--- src/rtl/wr_dest_decoder_seq_pkg.sv ---
// ---------------------------------------------------------------------------
// wrdec_pkg
// Shared types and helpers for the write-destination decoder.
//   state_t         : decoder FSM states (IDLE, SEQ)
//   DEF_*           : default configuration constants
//   map_t           : decode result {hit, bcast, onehot}
//   code_to_onehot  : destination code -> decode result, configuration
//                     passed in so one function serves every parameter set
// No ports (package).
// ---------------------------------------------------------------------------
package wrdec_pkg;

    typedef enum logic [0:0] {
        IDLE = 1'b0,
        SEQ  = 1'b1
    } state_t;

    localparam int unsigned DEF_ADDR_W     = 5;
    localparam int unsigned DEF_NUM_SRC    = 3;
    localparam int unsigned DEF_NUM_TGT    = 20;
    localparam int unsigned DEF_LIN_TGT    = 18;
    localparam int unsigned DEF_HI_BASE    = 21;
    localparam int unsigned DEF_BCAST_CODE = 31;

    // Upper bounds for the helper's working widths.
    localparam int unsigned MAX_ADDR_W = 16;
    localparam int unsigned MAX_TGT    = 64;

    typedef struct packed {
        logic               hit;
        logic               bcast;
        logic [MAX_TGT-1:0] onehot;
    } map_t;

    // Broadcast is tested before the range maps, so it wins any overlap.
    // The caller zero-extends its code, so every compare is exact at the
    // caller's own code width.
    function automatic map_t code_to_onehot(
        input logic [MAX_ADDR_W-1:0] code,
        input int unsigned           lin_tgt,
        input int unsigned           hi_base,
        input int unsigned           num_tgt,
        input int unsigned           bcast_code
    );
        map_t res;
        res = '0;
        if (code == MAX_ADDR_W'(bcast_code)) begin
            res.hit   = 1'b1;
            res.bcast = 1'b1;
        end else begin
            for (int unsigned i = 0; i < MAX_TGT; i++) begin
                if (i < lin_tgt) begin
                    if (code == MAX_ADDR_W'(i + 1)) begin
                        res.hit       = 1'b1;
                        res.onehot[i] = 1'b1;
                    end
                end else if (i < num_tgt) begin
                    if (code == MAX_ADDR_W'(hi_base + i - lin_tgt)) begin
                        res.hit       = 1'b1;
                        res.onehot[i] = 1'b1;
                    end
                end
            end
        end
        return res;
    endfunction

endpackage

--- src/rtl/wr_dest_decoder_seq_if.sv ---
// ---------------------------------------------------------------------------
// wr_dest_decoder_seq_if
// Request / write-enable bundle of the write-destination decoder.
//   req_valid  : request present (master -> slave)
//   req_ready  : decoder can accept (slave -> master)
//   src_sel    : 0 = no write, s = use src_addr slice s-1
//   src_addr   : NUM_SRC packed destination codes of ADDR_W bits
//   wr_en      : registered write-enable vector, NUM_TGT bits
//   bcast_busy : sequenced broadcast in progress
//   dec_err    : one-cycle decode error pulse
// ---------------------------------------------------------------------------
interface wr_dest_decoder_seq_if
    import wrdec_pkg::*;
#(
    parameter int unsigned ADDR_W  = DEF_ADDR_W,
    parameter int unsigned NUM_SRC = DEF_NUM_SRC,
    parameter int unsigned NUM_TGT = DEF_NUM_TGT
);
    localparam int unsigned SEL_W = $clog2(NUM_SRC + 1);

    logic                      req_valid;
    logic                      req_ready;
    logic [SEL_W-1:0]          src_sel;
    logic [NUM_SRC*ADDR_W-1:0] src_addr;
    logic [NUM_TGT-1:0]        wr_en;
    logic                      bcast_busy;
    logic                      dec_err;

    modport master (
        output req_valid, src_sel, src_addr,
        input  req_ready, wr_en, bcast_busy, dec_err
    );

    modport slave (
        input  req_valid, src_sel, src_addr,
        output req_ready, wr_en, bcast_busy, dec_err
    );

endinterface

--- src/rtl/wr_dest_decoder_seq_code_map.sv ---
// ---------------------------------------------------------------------------
// wr_code_map
// Combinational destination-code decoder.
//   code   in  ADDR_W   selected destination code
//   hit    out 1        code is mapped (range target or broadcast)
//   bcast  out 1        code is the broadcast code
//   onehot out NUM_TGT  one-hot target for range hits, zero otherwise
// ---------------------------------------------------------------------------
module wr_code_map
    import wrdec_pkg::*;
#(
    parameter int unsigned ADDR_W     = DEF_ADDR_W,
    parameter int unsigned NUM_TGT    = DEF_NUM_TGT,
    parameter int unsigned LIN_TGT    = DEF_LIN_TGT,
    parameter int unsigned HI_BASE    = DEF_HI_BASE,
    parameter int unsigned BCAST_CODE = DEF_BCAST_CODE
) (
    input  logic [ADDR_W-1:0]  code,
    output logic               hit,
    output logic               bcast,
    output logic [NUM_TGT-1:0] onehot
);

    if (ADDR_W > MAX_ADDR_W) begin : g_chk_addr_w
        $error("wr_code_map: ADDR_W exceeds MAX_ADDR_W");
    end
    if (NUM_TGT > MAX_TGT) begin : g_chk_num_tgt
        $error("wr_code_map: NUM_TGT exceeds MAX_TGT");
    end

    map_t res;

    always_comb begin
        res = code_to_onehot(MAX_ADDR_W'(code), LIN_TGT, HI_BASE, NUM_TGT, BCAST_CODE);
    end

    assign hit    = res.hit;
    assign bcast  = res.bcast;
    assign onehot = res.onehot[NUM_TGT-1:0];

    if (NUM_TGT < MAX_TGT) begin : g_hi
        // Bits above NUM_TGT are always zero from the helper.
        logic unused_hi;
        assign unused_hi = ^res.onehot[MAX_TGT-1:NUM_TGT];
    end

endmodule

--- src/rtl/wr_dest_decoder_seq.sv ---
// ---------------------------------------------------------------------------
// wr_dest_decoder_seq
// Write-destination decoder for the register-file / special-register path.
// One request per cycle selects a destination code from one of NUM_SRC
// sources; the code becomes a registered one-cycle write-enable pulse.
// Broadcast is either an all-ones pulse or a walk over every target.
//   Clock : rising-edge clock
//   Reset : synchronous, active-high
//   bus   : slave side of wr_dest_decoder_seq_if
//           (req_valid/req_ready, src_sel, src_addr,
//            wr_en, bcast_busy, dec_err)
// ---------------------------------------------------------------------------
module wr_dest_decoder_seq
    import wrdec_pkg::*;
#(
    parameter int unsigned ADDR_W     = DEF_ADDR_W,
    parameter int unsigned NUM_SRC    = DEF_NUM_SRC,
    parameter int unsigned NUM_TGT    = DEF_NUM_TGT,
    parameter int unsigned LIN_TGT    = DEF_LIN_TGT,
    parameter int unsigned HI_BASE    = DEF_HI_BASE,
    parameter int unsigned BCAST_CODE = DEF_BCAST_CODE,
    parameter int unsigned SEQ_BCAST  = 0
) (
    input logic                   Clock,
    input logic                   Reset,
    wr_dest_decoder_seq_if.slave  bus
);

    localparam int unsigned SEL_W = $clog2(NUM_SRC + 1);
    localparam int unsigned IDX_W = $clog2(NUM_TGT);
    localparam logic [IDX_W-1:0] LAST_IDX = IDX_W'(NUM_TGT - 1);

    // Parameter sanity, checked at elaboration.
    if (NUM_SRC < 1) begin : g_chk_src
        $error("wr_dest_decoder_seq: NUM_SRC must be at least 1");
    end
    if (NUM_TGT < 2) begin : g_chk_tgt
        $error("wr_dest_decoder_seq: NUM_TGT must be at least 2");
    end
    if (LIN_TGT > NUM_TGT) begin : g_chk_lin
        $error("wr_dest_decoder_seq: LIN_TGT exceeds NUM_TGT");
    end
    if ((NUM_TGT > LIN_TGT) && (HI_BASE <= LIN_TGT)) begin : g_chk_overlap
        $error("wr_dest_decoder_seq: high code range overlaps linear range");
    end
    if ((NUM_TGT > LIN_TGT) &&
        ((HI_BASE + NUM_TGT - LIN_TGT - 1) >= (32'd1 << ADDR_W))) begin : g_chk_hi_w
        $error("wr_dest_decoder_seq: high code range does not fit ADDR_W");
    end
    if (BCAST_CODE >= (32'd1 << ADDR_W)) begin : g_chk_bc_w
        $error("wr_dest_decoder_seq: BCAST_CODE does not fit ADDR_W");
    end

    state_t             state, state_nxt;
    logic [IDX_W-1:0]   walk_idx, walk_idx_nxt;
    logic [NUM_TGT-1:0] wr_en_q, wr_en_nxt;
    logic               dec_err_q, dec_err_nxt;

    logic [ADDR_W-1:0]  sel_code;
    logic               sel_none;
    logic               sel_found;
    logic               sel_bad;
    logic               map_hit;
    logic               map_bcast;
    logic [NUM_TGT-1:0] map_onehot;
    logic               req_ready;
    logic               bcast_busy;
    logic               accept;

    // ---------------- source mux ----------------
    always_comb begin
        sel_code  = '0;
        sel_found = 1'b0;
        sel_none  = (bus.src_sel == '0);
        for (int unsigned s = 0; s < NUM_SRC; s++) begin
            if (bus.src_sel == SEL_W'(s + 1)) begin
                sel_code  = bus.src_addr[s*ADDR_W +: ADDR_W];
                sel_found = 1'b1;
            end
        end
        // Any nonzero select that matched no source is out of range.
        sel_bad = !sel_none && !sel_found;
    end

    wr_code_map #(
        .ADDR_W     (ADDR_W),
        .NUM_TGT    (NUM_TGT),
        .LIN_TGT    (LIN_TGT),
        .HI_BASE    (HI_BASE),
        .BCAST_CODE (BCAST_CODE)
    ) u_map (
        .code   (sel_code),
        .hit    (map_hit),
        .bcast  (map_bcast),
        .onehot (map_onehot)
    );

    // Handshake status depends on state only.
    assign req_ready  = (state == IDLE);
    assign bcast_busy = (state == SEQ);
    assign accept     = bus.req_valid && req_ready;

    // ---------------- state register ----------------
    always_ff @(posedge Clock) begin
        if (Reset) begin
            state     <= IDLE;
            walk_idx  <= '0;
            wr_en_q   <= '0;
            dec_err_q <= 1'b0;
        end else begin
            state     <= state_nxt;
            walk_idx  <= walk_idx_nxt;
            wr_en_q   <= wr_en_nxt;
            dec_err_q <= dec_err_nxt;
        end
    end

    // ---------------- next state ----------------
    always_comb begin
        state_nxt    = state;
        walk_idx_nxt = walk_idx;
        unique case (state)
            IDLE: begin
                if (accept && sel_found && map_bcast && (SEQ_BCAST != 0)) begin
                    // Bit 0 goes out with the acceptance; the walk resumes at 1.
                    state_nxt    = SEQ;
                    walk_idx_nxt = IDX_W'(1);
                end
            end
            SEQ: begin
                // Leaving on the last bit lets ready rise alongside it.
                if (walk_idx == LAST_IDX) begin
                    state_nxt    = IDLE;
                    walk_idx_nxt = '0;
                end else begin
                    walk_idx_nxt = walk_idx + IDX_W'(1);
                end
            end
            default: begin
                state_nxt    = IDLE;
                walk_idx_nxt = '0;
            end
        endcase
    end

    // ---------------- outputs ----------------
    always_comb begin
        wr_en_nxt   = '0;
        dec_err_nxt = 1'b0;
        unique case (state)
            IDLE: begin
                if (accept && !sel_none) begin
                    if (sel_bad || !map_hit) begin
                        dec_err_nxt = 1'b1;
                    end else if (map_bcast) begin
                        wr_en_nxt = (SEQ_BCAST != 0) ? NUM_TGT'(1) : '1;
                    end else begin
                        wr_en_nxt = map_onehot;
                    end
                end
            end
            SEQ: begin
                wr_en_nxt = NUM_TGT'(1) << walk_idx;
            end
            default: begin
                wr_en_nxt = '0;
            end
        endcase
    end

    assign bus.req_ready  = req_ready;
    assign bus.bcast_busy = bcast_busy;
    assign bus.wr_en      = wr_en_q;
    assign bus.dec_err    = dec_err_q;

endmodule
--- src/flat_wrapper.sv ---
// flat-port wrapper written by rule: the top's interface ports become plain ports
module wr_dest_decoder_seq_flat import wrdec_pkg::*;
#(
    parameter int unsigned ADDR_W     = DEF_ADDR_W,
    parameter int unsigned NUM_SRC    = DEF_NUM_SRC,
    parameter int unsigned NUM_TGT    = DEF_NUM_TGT,
    parameter int unsigned LIN_TGT    = DEF_LIN_TGT,
    parameter int unsigned HI_BASE    = DEF_HI_BASE,
    parameter int unsigned BCAST_CODE = DEF_BCAST_CODE,
    parameter int unsigned SEQ_BCAST  = 0
)
  (Clock, Reset, bus_req_valid, bus_src_sel, bus_src_addr, bus_req_ready, bus_wr_en, bus_bcast_busy, bus_dec_err);
  wr_dest_decoder_seq_if #(.ADDR_W(ADDR_W), .NUM_SRC(NUM_SRC), .NUM_TGT(NUM_TGT)) bus_i ();
  input logic Clock;
  input logic Reset;
  input wire logic [$bits(bus_i.req_valid)-1:0] bus_req_valid;
  input wire logic [$bits(bus_i.src_sel)-1:0] bus_src_sel;
  input wire logic [$bits(bus_i.src_addr)-1:0] bus_src_addr;
  output wire logic [$bits(bus_i.req_ready)-1:0] bus_req_ready;
  output wire logic [$bits(bus_i.wr_en)-1:0] bus_wr_en;
  output wire logic [$bits(bus_i.bcast_busy)-1:0] bus_bcast_busy;
  output wire logic [$bits(bus_i.dec_err)-1:0] bus_dec_err;
  assign bus_i.req_valid = bus_req_valid;
  assign bus_i.src_sel = bus_src_sel;
  assign bus_i.src_addr = bus_src_addr;
  assign bus_req_ready = bus_i.req_ready;
  assign bus_wr_en = bus_i.wr_en;
  assign bus_bcast_busy = bus_i.bcast_busy;
  assign bus_dec_err = bus_i.dec_err;
  wr_dest_decoder_seq #(.ADDR_W(ADDR_W), .NUM_SRC(NUM_SRC), .NUM_TGT(NUM_TGT), .LIN_TGT(LIN_TGT), .HI_BASE(HI_BASE), .BCAST_CODE(BCAST_CODE), .SEQ_BCAST(SEQ_BCAST)) u_core (.Clock(Clock), .Reset(Reset), .bus(bus_i));
endmodule
--- config.mk ---
export PLATFORM = sky130hd
export DESIGN_NAME = wr_dest_decoder_seq_flat
export DESIGN_NICKNAME = d
export VERILOG_FILES = /design/src/rtl/wr_dest_decoder_seq_pkg.sv /design/src/rtl/wr_dest_decoder_seq_if.sv /design/src/rtl/wr_dest_decoder_seq_code_map.sv /design/src/rtl/wr_dest_decoder_seq.sv /design/src/flat_wrapper.sv
export SDC_FILE = /design/constraint.sdc
export NUM_CORES = 1
export LEC_CHECK = 0
export ABC_AREA = 1
export BUFFER_PORTS_ARGS = -buffer_cell sky130_fd_sc_hd__buf_4
export CAP_MARGIN = 20
export CORE_MARGIN = 2
export CORE_UTILIZATION = 25
export CTS_BUF_LIST = sky130_fd_sc_hd__clkbuf_16
export DETAILED_ROUTE_END_ITERATION = 10
export PLACE_DENSITY = 0.41
export SLEW_MARGIN = 20
export SYNTH_ARGS = -nofsm -noshare
export SYNTH_HDL_FRONTEND = slang
export SYNTH_SLANG_ARGS = --single-unit
--- constraint.sdc ---
create_clock -name Clock -period 2.3 [get_ports Clock]
set_clock_uncertainty 0.2 [all_clocks]
set_input_delay 0.69 -clock Clock [delete_from_list [all_inputs] [get_ports Clock]]
set_output_delay 0.69 -clock Clock [all_outputs]
set_load 0.01 [all_outputs]
==> results of run 1 <==
## cells in the final DEF, fill, tap and decap left out
master,count
nand3_1,32
nand4_1,3
ha_1,6
o211ai_4,1
xor2_1,2
nand3_2,4
nand2_2,2
nand2_4,2
inv_1,21
clkinv_2,2
nand2_1,77
dfxtp_1,27
o21ai_0,2
a211oi_1,2
o31ai_1,1
clkbuf_16,3
nor3_1,3
inv_2,2
nor2_1,20
a21oi_2,1
a21oi_1,22
buf_4,46
## flip-flops by register name, indices dropped and copies added (netlist names)
| name | count |
|---|---|
| u_core.bus.dec_err | 1 |
| u_core.bus.bcast_busy | 1 |
| u_core.bus.wr_en | 20 |
| u_core.walk_idx | 5 |
## kinds of logic (layout without fill, tap and decap cells)
family / count (synthesis) / in the layout / synth area share (%)
AND/OR/NAND/NOR: 143 / 143 / 40.00
buffers and inverters: 33 / 74 / 9.090
AO/OA/AOI/OAI: 29 / 29 / 10.91
flip-flops: 27 / 27 / 34.15
adder cells (fa/ha/maj): 6 / 6 / 4.743
XOR/XNOR: 2 / 2 / 1.107
## layer usage
layer	vias up	global-route usage, %
li1	851	-
met1	732	17.05
met2	27	21.60
met3	2	2.967
met4	0	2.346
met5	-	0
## synthesized netlist by cell type (3+ instances only)
master / n
a21oi_1: 22
clkbuf_1: 4
dfxtp_1: 27
ha_1: 6
inv_1: 20
nand2_1: 77
nand3_1: 32
nand3_2: 4
nand4_1: 3
nor2_1: 20
nor3_1: 3
## worst register-to-register path, cell delays in order, from the launching register on
cell     delay (ps)
dfxtp_1         380
inv_2           160
nand2_1          90
a21oi_2         130
buf_4           220
nand3_1         150
a21oi_1         150
## path summary, 6_finish.rpt
path	to	slack [ps]	cells after the start
worst max register to register	u_core.bus.wr_en[11]	760	6
worst min-delay path	u_core.walk_idx[1]	360	2
worst min register to register	u_core.walk_idx[1]	360	2
worst max-delay path	u_core.bus.wr_en[4]	310	10
## layout make-up
cell class	instances	area [um2]	area share, %
multi-input combinational	180	898.4	43.83
clock inverter	1	3.754	0.1831
sequential	27	540.5	26.37
inverter	24	92.59	4.518
tap	75	93.84	4.579
clock buffer	3	75.07	3.663
timing repair buffer	46	345.3	16.85
## where the power goes
part           leakage [nW]  switching (W)  total, W  internal (W)
registers             0.218     0.00000275  0.000480      0.000478
clock network        0.0423       0.000154  0.000386      0.000233
logic                 0.778       0.000121  0.000197     0.0000761
## per-stage QoR
step,total power [W],cells
after global placement,0.0006922,352
after floorplan,0.0006220,240
final,0.001064,356
after global routing,0.001121,356
after CTS,0.001078,356
after detailed placement,0.0006897,352
==> reports/qor.yml, run 1 <==
run_status:
  status: "finished, final reports clean"
setup_path:
  startpoint: "bus_src_sel[1]"
  critPathRequiredTime_ps: 2290
  critical_path_arrival_ps: 1980
  crit_path_max_incr_delay_ps: 250
  start_kind: "primary input"
  endpoint_kind: "flop"
  path_cells: "buf_4 -> inv_1 -> nand3_1 -> nand2_1 -> nor2_1 -> nor2_1 -> nand2_1 -> nand2_1 -> nand3_1 -> a21oi_1"
  critPathKind: "in -> reg"
  crit_top_cell: "nand2_1"
  crit_buf_inv: 2
  reg2reg_from: "u_core.bus.bcast_busy"
  crit_family: "simple AND/OR/NAND/NOR gates"
  crit_fanout: 11
  slowest_stage: "nor2_1"
finish:
  syn2layout_area_growth_pct: 29.49
  fin_area_um2: 2049
  fillerInstances: 670
  postLayoutCoreUtil_pct: 34.01
  layout-drive-gt1-share_pct: 22.42
  layout.nets: 308
  antenna_cells: 0
sta:
  slew_viol_final: 0
  hold_viol: 0
  tightest_slew_ps: 473.2
  post-route-period-util_pct: 86.73
  rsz0062_at_grt: "no"
  fin_ws_ps: 305.3
  hold_ws_ps: 355.2
  setup_viol: 0
  period_minus_slack_ps: 1995
  relSlewSlack_pct: 68.21
  fmax_mhz: 501.3
  fin_setup_tns_ps: 0
clock_network:
  cts_buffers: 3
  clock_latency_ps: 260
  clock_sinks: 27
  path_clk_slew_ps: 70
  htreeDepth: 1
  cts_tree: "built"
  ctsLongestPathBuffers: 2
  ctsHoldBuffers: 0
  postCtsSetupBuffers: 0
  cts_resized: 0
  root_buffer: "clkbuf_16"
synthesis:
  synth_top_area_share_pct: 34.15
  synth-edff-count: 0
  ys_ff_latch: 27
  synth_cell_types: 24
  avgSynthCellArea_um2: 6.595
  netlist_area_um2: 1583
  syn_nets: 266
  seq_area_frac_synth_pct: 34.15
  synth_ff_type: "dfxtp_1"
  yosys.area.top_type: "dfxtp_1"
  yosys-top-cells-area: "dfxtp_1 (34%), nand2_1 (18%), nand3_1 (10%)"
  postSynth.asyncResetShare_pct: 0
  synth_warnings: 0
  synth_cells: 240
floorplanning:
  fp.coreArea_um2: 6026
  io_pins: 43
  die_w_um: 83.57
  die_h_um: 83.57
  fp-row-count: 28
  start_util_pct: 26.27
  dieArea_um2: 6984
drt:
  drtIter0Drc: 45
  routed_wl_mm: 4.496
  antenna_left: 0
  first_pass_iters: 4
  highest_layer: "met4"
  via_count: 1612
  met1Wirelength_mm: 2.206
  avgViaCountPerCell: 4.528
  wl_per_cell_um: 12.63
  route.detailed.drc: 0
  dr_wl_met3_um: 150
  met2_length_mm: 2.107
hold_path:
  min-delay-start: "u_core.walk_idx[1]"
  hp-class: "reg -> reg"
global_routing:
  grt_max_degree: 27
  antenna_found_initial: 0
  grt_first_pass_wirelength_mm: 7.431
  grt_pass1_vias: 1548
  grt.total_usage_pct: 12.89
  gr-total-overflow: 0
power_and_ir_drop:
  p_per_area_nw_per_um2: 519.2
  peakVddDrop_uv: 196.7
  leakagePower_nw: 1.039
placement:
  io_buffers: 42
  pre_cts_ws_ps: 44.04
  place_congestion: 0.7759
  dpl_cell_area_um2: 1971
  dpl.hpwl_mm: 3.578
run:
  maxCapViolations: 0
(Power assumes the default switching activity.)
==> run 2: changes to the inputs <==
- MAX_ROUTING_LAYER: default -> met4
==> reports/qor.yml, run 2 (same netlist as run 1, synthesis figures left out) <==
setup_path:
  r2r_slack_ps: 750  # about the same
  timing.rr.end: "u_core.bus.wr_en[11]"
  crit_path_max_incr_delay_ps: 280  # +30 ps
  crit_family: "simple AND/OR/NAND/NOR gates"
  reg2reg_from: "u_core.bus.bcast_busy"
  path_depth: 9  # -1
  critPathRequiredTime_ps: 2280  # about the same
  critPathCapture: "u_core.bus.wr_en[16]"
  critical_path_arrival_ps: 1980  # about the same
  critPathKind: "in -> reg"
  start_kind: "primary input"
  startpoint: "bus_src_sel[1]"
  crit_top_cell: "nand2_1"
  crit_fanout: 11  # unchanged
  crit_buf_inv: 2  # unchanged
  r2r_cells: 6  # unchanged
  slowest_stage: "nor2_1"
  path_cells: "buf_4 -> inv_1 -> nand3_1 -> nand3_2 -> nor2_1 -> nand2_1 -> nand2_1 -> nand2_1 -> a21oi_1"
  endpoint_kind: "flop"
placement:
  place_congestion: 0.7865  # +1.4%
  dpl_cell_area_um2: 1971  # unchanged
  io_buffers: 42  # unchanged
  dpl.hpwl_mm: 3.578  # unchanged
drt:
  wl_per_cell_um: 12.72  # +0.73%
  first_pass_iters: 4  # unchanged
  via_count: 1609  # -0.19%
  antenna_left: 0  # unchanged
  routed_wl_mm: 4.529  # +0.73%
  route.detailed.drc: 0  # unchanged
  avgViaCountPerCell: 4.520  # -0.19%
  drtIter0Drc: 50  # +11%
clock_network:
  cts_tree: "built"
  postCtsSetupBuffers: 0  # unchanged
  clock_sinks: 27  # unchanged
  path_clk_slew_ps: 70  # about the same
  cts_resized: 0  # unchanged
  cts_buffers: 3  # unchanged
  ctsLongestPathBuffers: 2  # unchanged
  root_buffer: "clkbuf_16"
  clock_latency_ps: 260  # about the same
  ctsHoldBuffers: 0  # unchanged
  htreeDepth: 1  # unchanged
sta:
  slew_viol_final: 0  # unchanged
  setup_viol: 0  # unchanged
  fmax_mhz: 500.1  # -0.24%
  fin_setup_tns_ps: 0  # unchanged
  hold_viol: 0  # unchanged
  tightest_slew_ps: 473.8  # +0.5864 ps
  post-route-period-util_pct: 86.94  # +0.21 points
  relSlewSlack_pct: 68.17  # about the same
  rsz0062_at_grt: "no"
  period_minus_slack_ps: 2000  # +4.886 ps
run:
  maxCapViolations: 0  # unchanged
finish:
  layout.nets: 308  # unchanged
  syn2layout_area_growth_pct: 29.49  # unchanged
  final_common_cell: "nand2_1"
  mostFrequentLayoutCells: "nand2_1 (77), buf_4 (46), nand3_1 (32), dfxtp_1 (27), a21oi_1 (22)"
  largest_reg_flops: 20  # unchanged
  postLayoutCoreUtil_pct: 34.01  # unchanged
  antenna_cells: 0  # unchanged
  fin_area_um2: 2049  # unchanged
  layout-drive-gt1-share_pct: 22.42  # unchanged
  fillerInstances: 670  # unchanged
power_and_ir_drop:
  p_per_area_nw_per_um2: 519.7  # +0.11%
  leakagePower_nw: 1.039  # unchanged
  peakVddDrop_uv: 197.0  # +0.17%
global_routing:
  grt_first_pass_wirelength_mm: 7.424  # about the same
  grt.total_usage_pct: 13.23  # +0.34 points
  gr-total-overflow: 0  # unchanged
  antenna_found_initial: 0  # unchanged
  grt_max_degree: 27  # unchanged
  grt_pass1_vias: 1545  # -0.19%
floorplanning:
  die_w_um: 83.57  # unchanged
  start_util_pct: 26.27  # unchanged
  die_h_um: 83.57  # unchanged
  fp.coreArea_um2: 6026  # unchanged
  io_pins: 43  # unchanged
  fp-row-count: 28  # unchanged
  dieArea_um2: 6984  # unchanged
hold_path:
  hp-class: "reg -> reg"
run_status:
  status: "finished, final reports clean"
==> run 2: cell counts in the layout (fill, tap and decap cells not counted) <==
No cell type changed its count.
==> run 2: per-stage QoR <==
stage / power (W) / worst slack (ps) / hold WS, ps / instances
2_1_floorplan: 0.0006220 / 341.0 / 306.6 / 240
3_3_place_gp: 0.0006922 / -16.95 / 352.6 / 352
3_5_place_dp: 0.0006897 / 44.04 / 354.2 / 352
4_1_cts: 0.001078 / 301.7 / 363.8 / 356
5_1_grt: 0.001120 / 99.64 / 387.6 / 356
6_report: 0.001065 / 300.4 / 353.7 / 356
==> run 2: power breakdown <==
| group | leakage (nW) | internal, W | switching (W) |
|---|---|---|---|
| sequential | 0.218 | 0.000478 | 0.00000275 |
| clock | 0.0423 | 0.000233 | 0.000155 |
| combinational | 0.778 | 0.0000761 | 0.000121 |
==> run 2: worst min-delay path by stage <==
stage,start,endpoint,slack [ps],cells after the start
6_report,u_core.walk_idx[1],u_core.walk_idx[1],350,2
5_1_grt,u_core.walk_idx[1],u_core.walk_idx[1],390,2
4_1_cts,u_core.walk_idx[1],u_core.walk_idx[1],360,2
3_5_place_dp,u_core.walk_idx[1],u_core.walk_idx[1],350,2
3_3_place_gp,u_core.walk_idx[1],u_core.walk_idx[1],350,2
2_1_floorplan,u_core.walk_idx[1],u_core.walk_idx[1],310,2
==> run 2: cell type report <==
type	count	area (um2)	share of cell area, %
Timing Repair Buffer	46	345.3	16.85
Sequential cell	27	540.5	26.37
Inverter	24	92.59	4.518
Multi-Input combinational cell	180	898.4	43.83
Clock inverter	1	3.754	0.1831
Tap cell	75	93.84	4.579
Clock buffer	3	75.07	3.663
==> run 2: metal layers <==
metal / vias up / wire length [um] / global-route usage (%)
li1: 851 / - / -
met3: 2 / 119 / 2.572
met1: 731 / 2274 / 17.34
met5: - / 0 / -
met2: 25 / 2105 / 21.45
met4: 0 / 29 / 2.346
==> run 2: tightest hold or removal path: cells and delay by family (launching register included) <==
family	cells	cell delay, ps
flops	1	340
buf+inv	1	100
compound gates	1	70
